**src/rtl/uart_pkg.sv**
```systemverilog
// uart_pkg: shared UART state encoding, line levels and baud helper (PARITY state only with UART_TX_PARITY_EN).
package uart_pkg;
  localparam int DATA_BITS = 8;
  localparam logic IDLE_LEVEL = 1'b1;
  localparam logic START_LEVEL = 1'b0;
  localparam logic STOP_LEVEL = 1'b1;
  typedef enum logic [2:0] {
    IDLE  = 3'd0,
    START = 3'd1,
    DATA  = 3'd2,
`ifdef UART_TX_PARITY_EN
    PARITY = 3'd3,
`endif
    STOP  = 3'd4
  } tx_state_t;
  function automatic int baud_ticks(input int clk_speed, input int baud_rate);
    return clk_speed / baud_rate;
  endfunction
endpackage

```
**src/rtl/uart_baud_tick.sv**
```systemverilog
// uart_baud_tick: per-bit cycle counter with sync clear/enable and a last-cycle strobe.
module uart_baud_tick #(
  parameter int BAUD_TICK = 16,
  parameter int WIDTH = $clog2(BAUD_TICK)
) (
  input  logic clk,
  input  logic rst,
  input  logic clr_i,
  input  logic en_i,
  output logic tick_last_o
);
  logic [WIDTH-1:0] cnt_q, cnt_d;
  assign tick_last_o = cnt_q == WIDTH'(BAUD_TICK - 1);
  always_comb cnt_d = clr_i ? '0 : !en_i ? cnt_q : tick_last_o ? '0 : cnt_q + WIDTH'(1);
  always_ff @(posedge clk)
    if (rst) cnt_q <= '0;
    else cnt_q <= cnt_d;
endmodule

```
**src/rtl/uart_transmit.sv**
```systemverilog
// uart_transmit: 8N1 serial transmitter with valid/ready byte intake.
// Define UART_TX_PARITY_EN to insert an even-parity bit between data and stop.
module uart_transmit
  import uart_pkg::*;
#(
  parameter int CLK_SPEED = 50_000_000,
  parameter int BAUD_RATE = 9600
) (
  input  logic       clock,
  input  logic       reset,
  input  logic [7:0] data_in,
  input  logic       send,
  output logic       ready,
  output logic       tx,
  output logic       busy,
  output logic       finished_send
);
  localparam int BAUD_TICK = baud_ticks(CLK_SPEED, BAUD_RATE);
  localparam int BAUD_TICK_WIDTH = $clog2(BAUD_TICK);
  tx_state_t state_q, state_d;
  logic [7:0] shift_q, shift_d;
  logic [2:0] bit_q, bit_d;
  logic tx_q, tx_d;
  logic tick_last;
`ifdef UART_TX_PARITY_EN
  logic par_q, par_d;
`endif
  uart_baud_tick #(.BAUD_TICK(BAUD_TICK), .WIDTH(BAUD_TICK_WIDTH)) u_tick (
    .clk(clock),
    .rst(reset),
    .clr_i(ready),
    .en_i(busy),
    .tick_last_o(tick_last)
  );
  assign ready = state_q == IDLE;
  assign busy = ~ready;
  assign tx = tx_q;
  assign finished_send = state_q == STOP && tick_last;
  always_comb begin
    state_d = state_q;
    shift_d = shift_q;
    bit_d = bit_q;
`ifdef UART_TX_PARITY_EN
    par_d = par_q;
`endif
    case (state_q)
      IDLE: if (send) begin
        state_d = START;
        shift_d = data_in;
        bit_d = '0;
`ifdef UART_TX_PARITY_EN
        par_d = ^data_in;
`endif
      end
      START: if (tick_last) state_d = DATA;
      DATA: if (tick_last) begin
        shift_d = shift_q >> 1;
        bit_d = bit_q + 3'd1;
`ifdef UART_TX_PARITY_EN
        if (bit_q == 3'(DATA_BITS - 1)) state_d = PARITY;
`else
        if (bit_q == 3'(DATA_BITS - 1)) state_d = STOP;
`endif
      end
`ifdef UART_TX_PARITY_EN
      PARITY: if (tick_last) state_d = STOP;
`endif
      STOP: if (tick_last) state_d = IDLE;
      default: state_d = IDLE;
    endcase
    // tx is driven from the next state so the line changes on the same edge as the FSM
    tx_d = state_d == START ? START_LEVEL : state_d == DATA ? shift_d[0] : state_d == STOP ? STOP_LEVEL : IDLE_LEVEL;
`ifdef UART_TX_PARITY_EN
    if (state_d == PARITY) tx_d = par_q;
`endif
  end
  always_ff @(posedge clock)
    if (reset) begin
      state_q <= IDLE;
      shift_q <= '0;
      bit_q <= '0;
      tx_q <= IDLE_LEVEL;
    end else begin
      state_q <= state_d;
      shift_q <= shift_d;
      bit_q <= bit_d;
      tx_q <= tx_d;
    end
`ifdef UART_TX_PARITY_EN
  always_ff @(posedge clock)
    if (reset) par_q <= 1'b0;
    else par_q <= par_d;
`endif
endmodule

```
**config.mk**
```make
export PLATFORM = sky130hd
export DESIGN_NAME = uart_transmit
export DESIGN_NICKNAME = d
export VERILOG_FILES = /design/src/rtl/uart_pkg.sv /design/src/rtl/uart_baud_tick.sv /design/src/rtl/uart_transmit.sv
export SDC_FILE = /design/constraint.sdc
export NUM_CORES = 1
export LEC_CHECK = 0
export ABC_AREA = 1
export BUFFER_PORTS_ARGS = -buffer_cell sky130_fd_sc_hd__buf_2
export CORE_UTILIZATION = 28
export CTS_CLUSTER_DIAMETER = 30
export CTS_CLUSTER_SIZE = 25
export DETAILED_ROUTE_END_ITERATION = 8
export PLACE_DENSITY_LB_ADDON = 0.3
export SYNTH_ARGS = -nofsm -noshare
export SYNTH_HDL_FRONTEND = slang
export SYNTH_SLANG_ARGS = --single-unit
export TNS_END_PERCENT = 100
```
**constraint.sdc**
```tcl
create_clock -name clock -period 2.15 [get_ports clock]
set_clock_uncertainty 0.05 [all_clocks]
set_input_delay 0.215 -clock clock [delete_from_list [all_inputs] [get_ports clock]]
set_output_delay 0.215 -clock clock [all_outputs]
set_load 0.05 [all_outputs]
```
# After elaboration in Yosys (flattened, before gate mapping)
# Cells that the tools add are included.
# totals
ff_bits	28
inputBits	11
# op_classes
addsub	2
eq_ne	9
mux	14
n_bitwise	1
n_reduce_logical	5
# op_table
cell	n
3-bit two-way mux	7
8-bit two-way mux	2
8-bit one-hot mux with 2 select lines	1
13-bit by 1-bit adder with 13-bit output, second input constant	1
13-bit == test, second input constant	1
3-bit one-hot mux with 4 select lines	1
3-bit by 1-bit == test with 1-bit output, second input constant	2
3-bit by 2-bit == test with 1-bit output, second input constant	2
3-bit == test, second input constant	2
3-bit one-hot mux with 2 select lines	1
2-bit != test, second input constant	2
3-bit by 1-bit adder with 3-bit output, second input constant	1
3-bit zero test	1
3-bit AND reduction	1
3-bit OR reduction	1
1-bit two-way mux	2
2-bit nonzero test	1
1-bit logical AND	1
1-bit NOT	1

# Logic depth before layout (Yosys ltp)
# logic_depth
depth_word	7
depth_mapped	11
mapped_depth_nobuf	11

# Cells and area by module
# A second synthesis with hierarchy kept.
# hier_totals
hier_cells	229
area_unflattened_um2	1524.0
# by_module_without_submodules
module	n_inst	cells_each	area_per_inst_um2
uart_baud_tick	1	115	772.0
uart_transmit	1	114	752.0

# Least setup slack after synthesis
# Ideal clock, no wire load.
# synth_path
kind	reg2out
from	register u_tick.cnt_q[0]
to	output finished_send
t_arrival_ns	2.445
t_required_ns	1.885
setup_slack_ns	-0.560
stages_incl_launch_ff	8
cell_sequence	dfxtp_1 -> ha_1 -> nand2_2 -> inv_1 -> nand2_1 -> nor2_4 -> nand2_1 -> nor4_1
# synth_between
elab_chain_cells	2
# synth_lines
element	line_no	text
from (decl)	uart_baud_tick.sv:12	logic [WIDTH-1:0] cnt_q, cnt_d;
from (signal assigned)	uart_baud_tick.sv:17	else cnt_q <= cnt_d;
13-bit == test	uart_baud_tick.sv:13	assign tick_last_o = cnt_q == WIDTH'(BAUD_TICK - 1);
1-bit logical AND	uart_transmit.sv:38	assign finished_send = state_q == STOP && tick_last;
to (decl)	uart_transmit.sv:16	output logic finished_send
# No other way between the ends.

# Final worst setup path
# layout_path
from	register u_tick.cnt_q[1]
to	output finished_send
# The elaborated chain is that of the path after synthesis.

==> results by group <==
Place
  • Post-Place Setup Slack: 383 ps
  • Inst Count DP: 254
  • Gpl congestion: 0.838
  • Placed Area: 1460 um^2
  • I/O Buffers: 14
  • Hpwl dp: 1.89 mm

Global route
  • Largest net degree at the start of global routing: 17
  • M1 GR Usage: 13.8%
  • Busiest layer in global routing: met2
  • Total GRT Usage: 11.0%
  • Initial antenna violation count: 0
  • Number of global-route vias before repair: 1101
  • Grt ovf: 0
  • First-pass GRT wire length: 4.51 mm
  • Grt met3 use: 3.23%
  • Grt met2 use: 18.6%

Power
  • Net Switching: 0.250 mW
  • Internal Power: 0.818 mW
  • Clock Power Share: 39.8%
  • Pwr dens: 692 nW/um^2
  • Sequential group share of total power: 51.0%
  • Switching Share: 23.4%
  • Peak VDD IR: 0.000314 V
  • Leak: 0.629 nW
  • Comb power frac: 9.3%

Worst setup path
  • Delay-heaviest family, CP: simple AND/OR/NAND/NOR gates
  • CP Class: reg -> out
  • Worst Path Buf+Inv: 2
  • Flop2flop setup slack: 360 ps
  • Worst Path Required: 1880 ps
  • Reg2reg start: u_tick.cnt_q[1]
  • Reg2reg path depth: 11
  • CP Depth: 8
  • Setup crit end kind: output pin
  • Startpoint types: flip-flop
  • Critical path's largest stage delay: 350 ps
  • Crit-path slowest cell: dfxtp_1
  • Data arrival, critical path: 1670 ps
  • RR Endpoint: bit_q[2]
  • Most used cell, CP: nand2_2
  • CP Cell Sequence: ha_1 -> nand2_2 -> inv_1 -> nand2_1 -> nor2_4 -> nand2_2 -> nor4_2 -> buf_4
  • Worst Setup SP: u_tick.cnt_q[1]
  • CP Max Fanout: 5

Hold path
  • Hold Path Class: in -> reg
  • HP Start: data_in[7]
  • Hold path depth: 3
  • Hold endpoint: shift_q[7]

Timing
  • Final Slew Violations: 0
  • Setup ws final: 218 ps
  • RSZ-0062 raised after global routing: false
  • Final hold violation count: 0
  • Worst Tran Pin Value: 350 ps
  • Setup tns final: 0 ps
  • Minimum clock period: 1930 ps
  • Crit share post-route: 89.9%
  • Fmax: 518 MHz
  • Final setup vio count: 0
  • Worst relative slew slack: 76.6%

Cells and area
  • Area growth from synthesis to layout: 14.9%
  • Fraction of layout cells with a size suffix above 1: 14.0%
  • Final Cell Area: 1540 um^2
  • Antenna cell count: 0
  • Final #Nets: 222
  • Final cell count without fillers: 259

CTS
  • H-Tree Depth: 1
  • Cts bufs inserted: 3
  • Clock buffer depth: 2
  • Hold-fix buffers, CTS: 0
  • Clock Pin Slew Worst Setup and Hold Paths: 100 ps
  • Worst-Skew Late Latency: 280 ps
  • Root Driver: clkbuf_8
  • CTS tree: done
  • CTS sink count: 28

Floorplanning
  • Die X: 71.2 um
  • Die Y: 71.2 um
  • Ports: 15
  • # rows: 24
  • Die area: 5070 um^2
  • Initial Util: 30.0%
  • CORE AREA: 4470 um^2

Logic synthesis
  • Post-Syn Instances: 191
  • Ys Warns: 0
  • Post-synth cell types: 24
  • Avg Inst Size Synth: 7.02 um^2
  • Post-Syn Nets: 205
  • Area share of the largest cell type after synthesis: 41.8%
  • Area contributors post-synth: dfxtp_1, nor2_1, nand2_1
  • Cell taking the most area after synthesis: dfxtp_1
  • Synth async-reset ratio: 0%
  • EDFF count, synth: 0
  • Synth Flop Type: dfxtp_1
  • Number of synthesized register bits: 28
  • Sequential share of the synthesized area: 41.8%
  • Post-Syn Area: 1340 um^2

Detailed routing
  • Routed Wire Length: 2.49 mm
  • DRT iter0 DRCs: 49
  • Drt drc: 0
  • Vias per Instance: 4.54
  • DRT Pass-1 Iters: 4
  • Avg WL per Cell: 9.59 um
  • Via Count: 1176
  • Final ANT Viol Nets: 0

Status
  • Status: complete, no violations

Flow run
  • Max_cap viols: 0
[Yosys cell counts (2+ instances only)]
cell     instances
dfxtp_1         28
nor4_1           2
nand2_1         33
nor2_1          37
buf_6            2
nand2_2          2
nand3_1          8
nor3_1           5
xor2_1           2
o21ai_0         13
ha_1             3
inv_1           31
nand4_1          3
a21oi_1         12
[placed cells by master, fill, tap and decap left out]
cell type and n:
nor2_1 37, nand2_1 32, inv_1 31, dfxtp_1 27
o21ai_0 13, buf_2 13, a21oi_1 12, nand3_1 8
nor3_1 5, nand2_2 3, nand4_1 3, ha_1 3
clkbuf_8 3, xor2_1 2, buf_4 2, nor2_4 1
nor3_4 1, nor4_2 1, nand3_4 1, inv_2 1
nor4_1 1, nand3_2 1, o21ai_1 1, o21a_1 1
a211oi_1 1, nor3b_1 1, bufinv_16 1, dfxtp_2 1
[timing repair]
item	4_1_cts	5_1_grt
buffers inserted	0	1
setup endpoints to repair	0	1
gates resized for setup	0	4
[worst max path at each step]
stage / end
finish: finished_send
global route: finished_send
CTS: finished_send
detailed placement: finished_send
global placement: finished_send
floorplan: finished_send
[metrics by stage]
step,power [mW],hold WS (ps),util [%]
after floorplan,0.634,234,-
after global placement,0.657,385,32.6
after detailed placement,0.657,391,32.6
after CTS,1.08,119,34.1
after global routing,1.12,128,34.5
final,1.07,134,34.5
[final cells by class]
class                      count  area, um^2
clock inverter                 1        30.0
sequential                    28         562
clock buffer                   3        41.3
fill                         486        2930
timing repair buffer          15        80.1
multi-input combinational    128         643
inverter                      32         120
tap                           52        65.1
[routing by layer]
| layer | routed length, um | vias up |
|---|---|---|
| met1 | 1250 | 517 |
| met5 | 0 | - |
| met2 | 1120 | 19 |
| li1 | - | 636 |
| met3 | 91 | 4 |
| met4 | 17 | 0 |
[state kept, by name, indices dropped and copies added (netlist names)]
name	cells
state_q	3
tx	1
u_tick.cnt_q	13
bit_q	3
shift_q	8
[cell families (layout without fill, tap and decap cells)]
| logic type | Yosys count | after routing | share of synthesized area (%) |
|---|---|---|---|
| buffers and inverters | 35 | 51 | 10.9 |
| adders and majority gates | 3 | 3 | 2.80 |
| xor gates and xnor gates | 2 | 2 | 1.31 |
| DFF | 28 | 28 | 41.8 |
| AOI/OAI and AO/OA | 28 | 28 | 10.8 |
| and+or+nand+nor | 95 | 95 | 32.4 |
[power groups by stage]
stage	Sequential, mW	Combinational [mW]	Clock, mW
3_3_place_gp	0.556	0.101	0
6_report	0.544	0.0991	0.424
4_1_cts	0.544	0.101	0.439
5_1_grt	0.546	0.115	0.460
3_5_place_dp	0.556	0.101	0
2_1_floorplan	0.560	0.0732	0
[worst reg2reg max path, stage by stage (launching register included)]
cell and delay [ps]:
dfxtp_1 350, ha_1 180, nand2_2 70, inv_1 70, nand2_1 80, nor2_4 170, buf_4 150, nand3_4 100
nand2_2 200, inv_1 100, a21oi_1 120, nor2_1 50
Note: power is estimated with default switching activity, not from simulation.
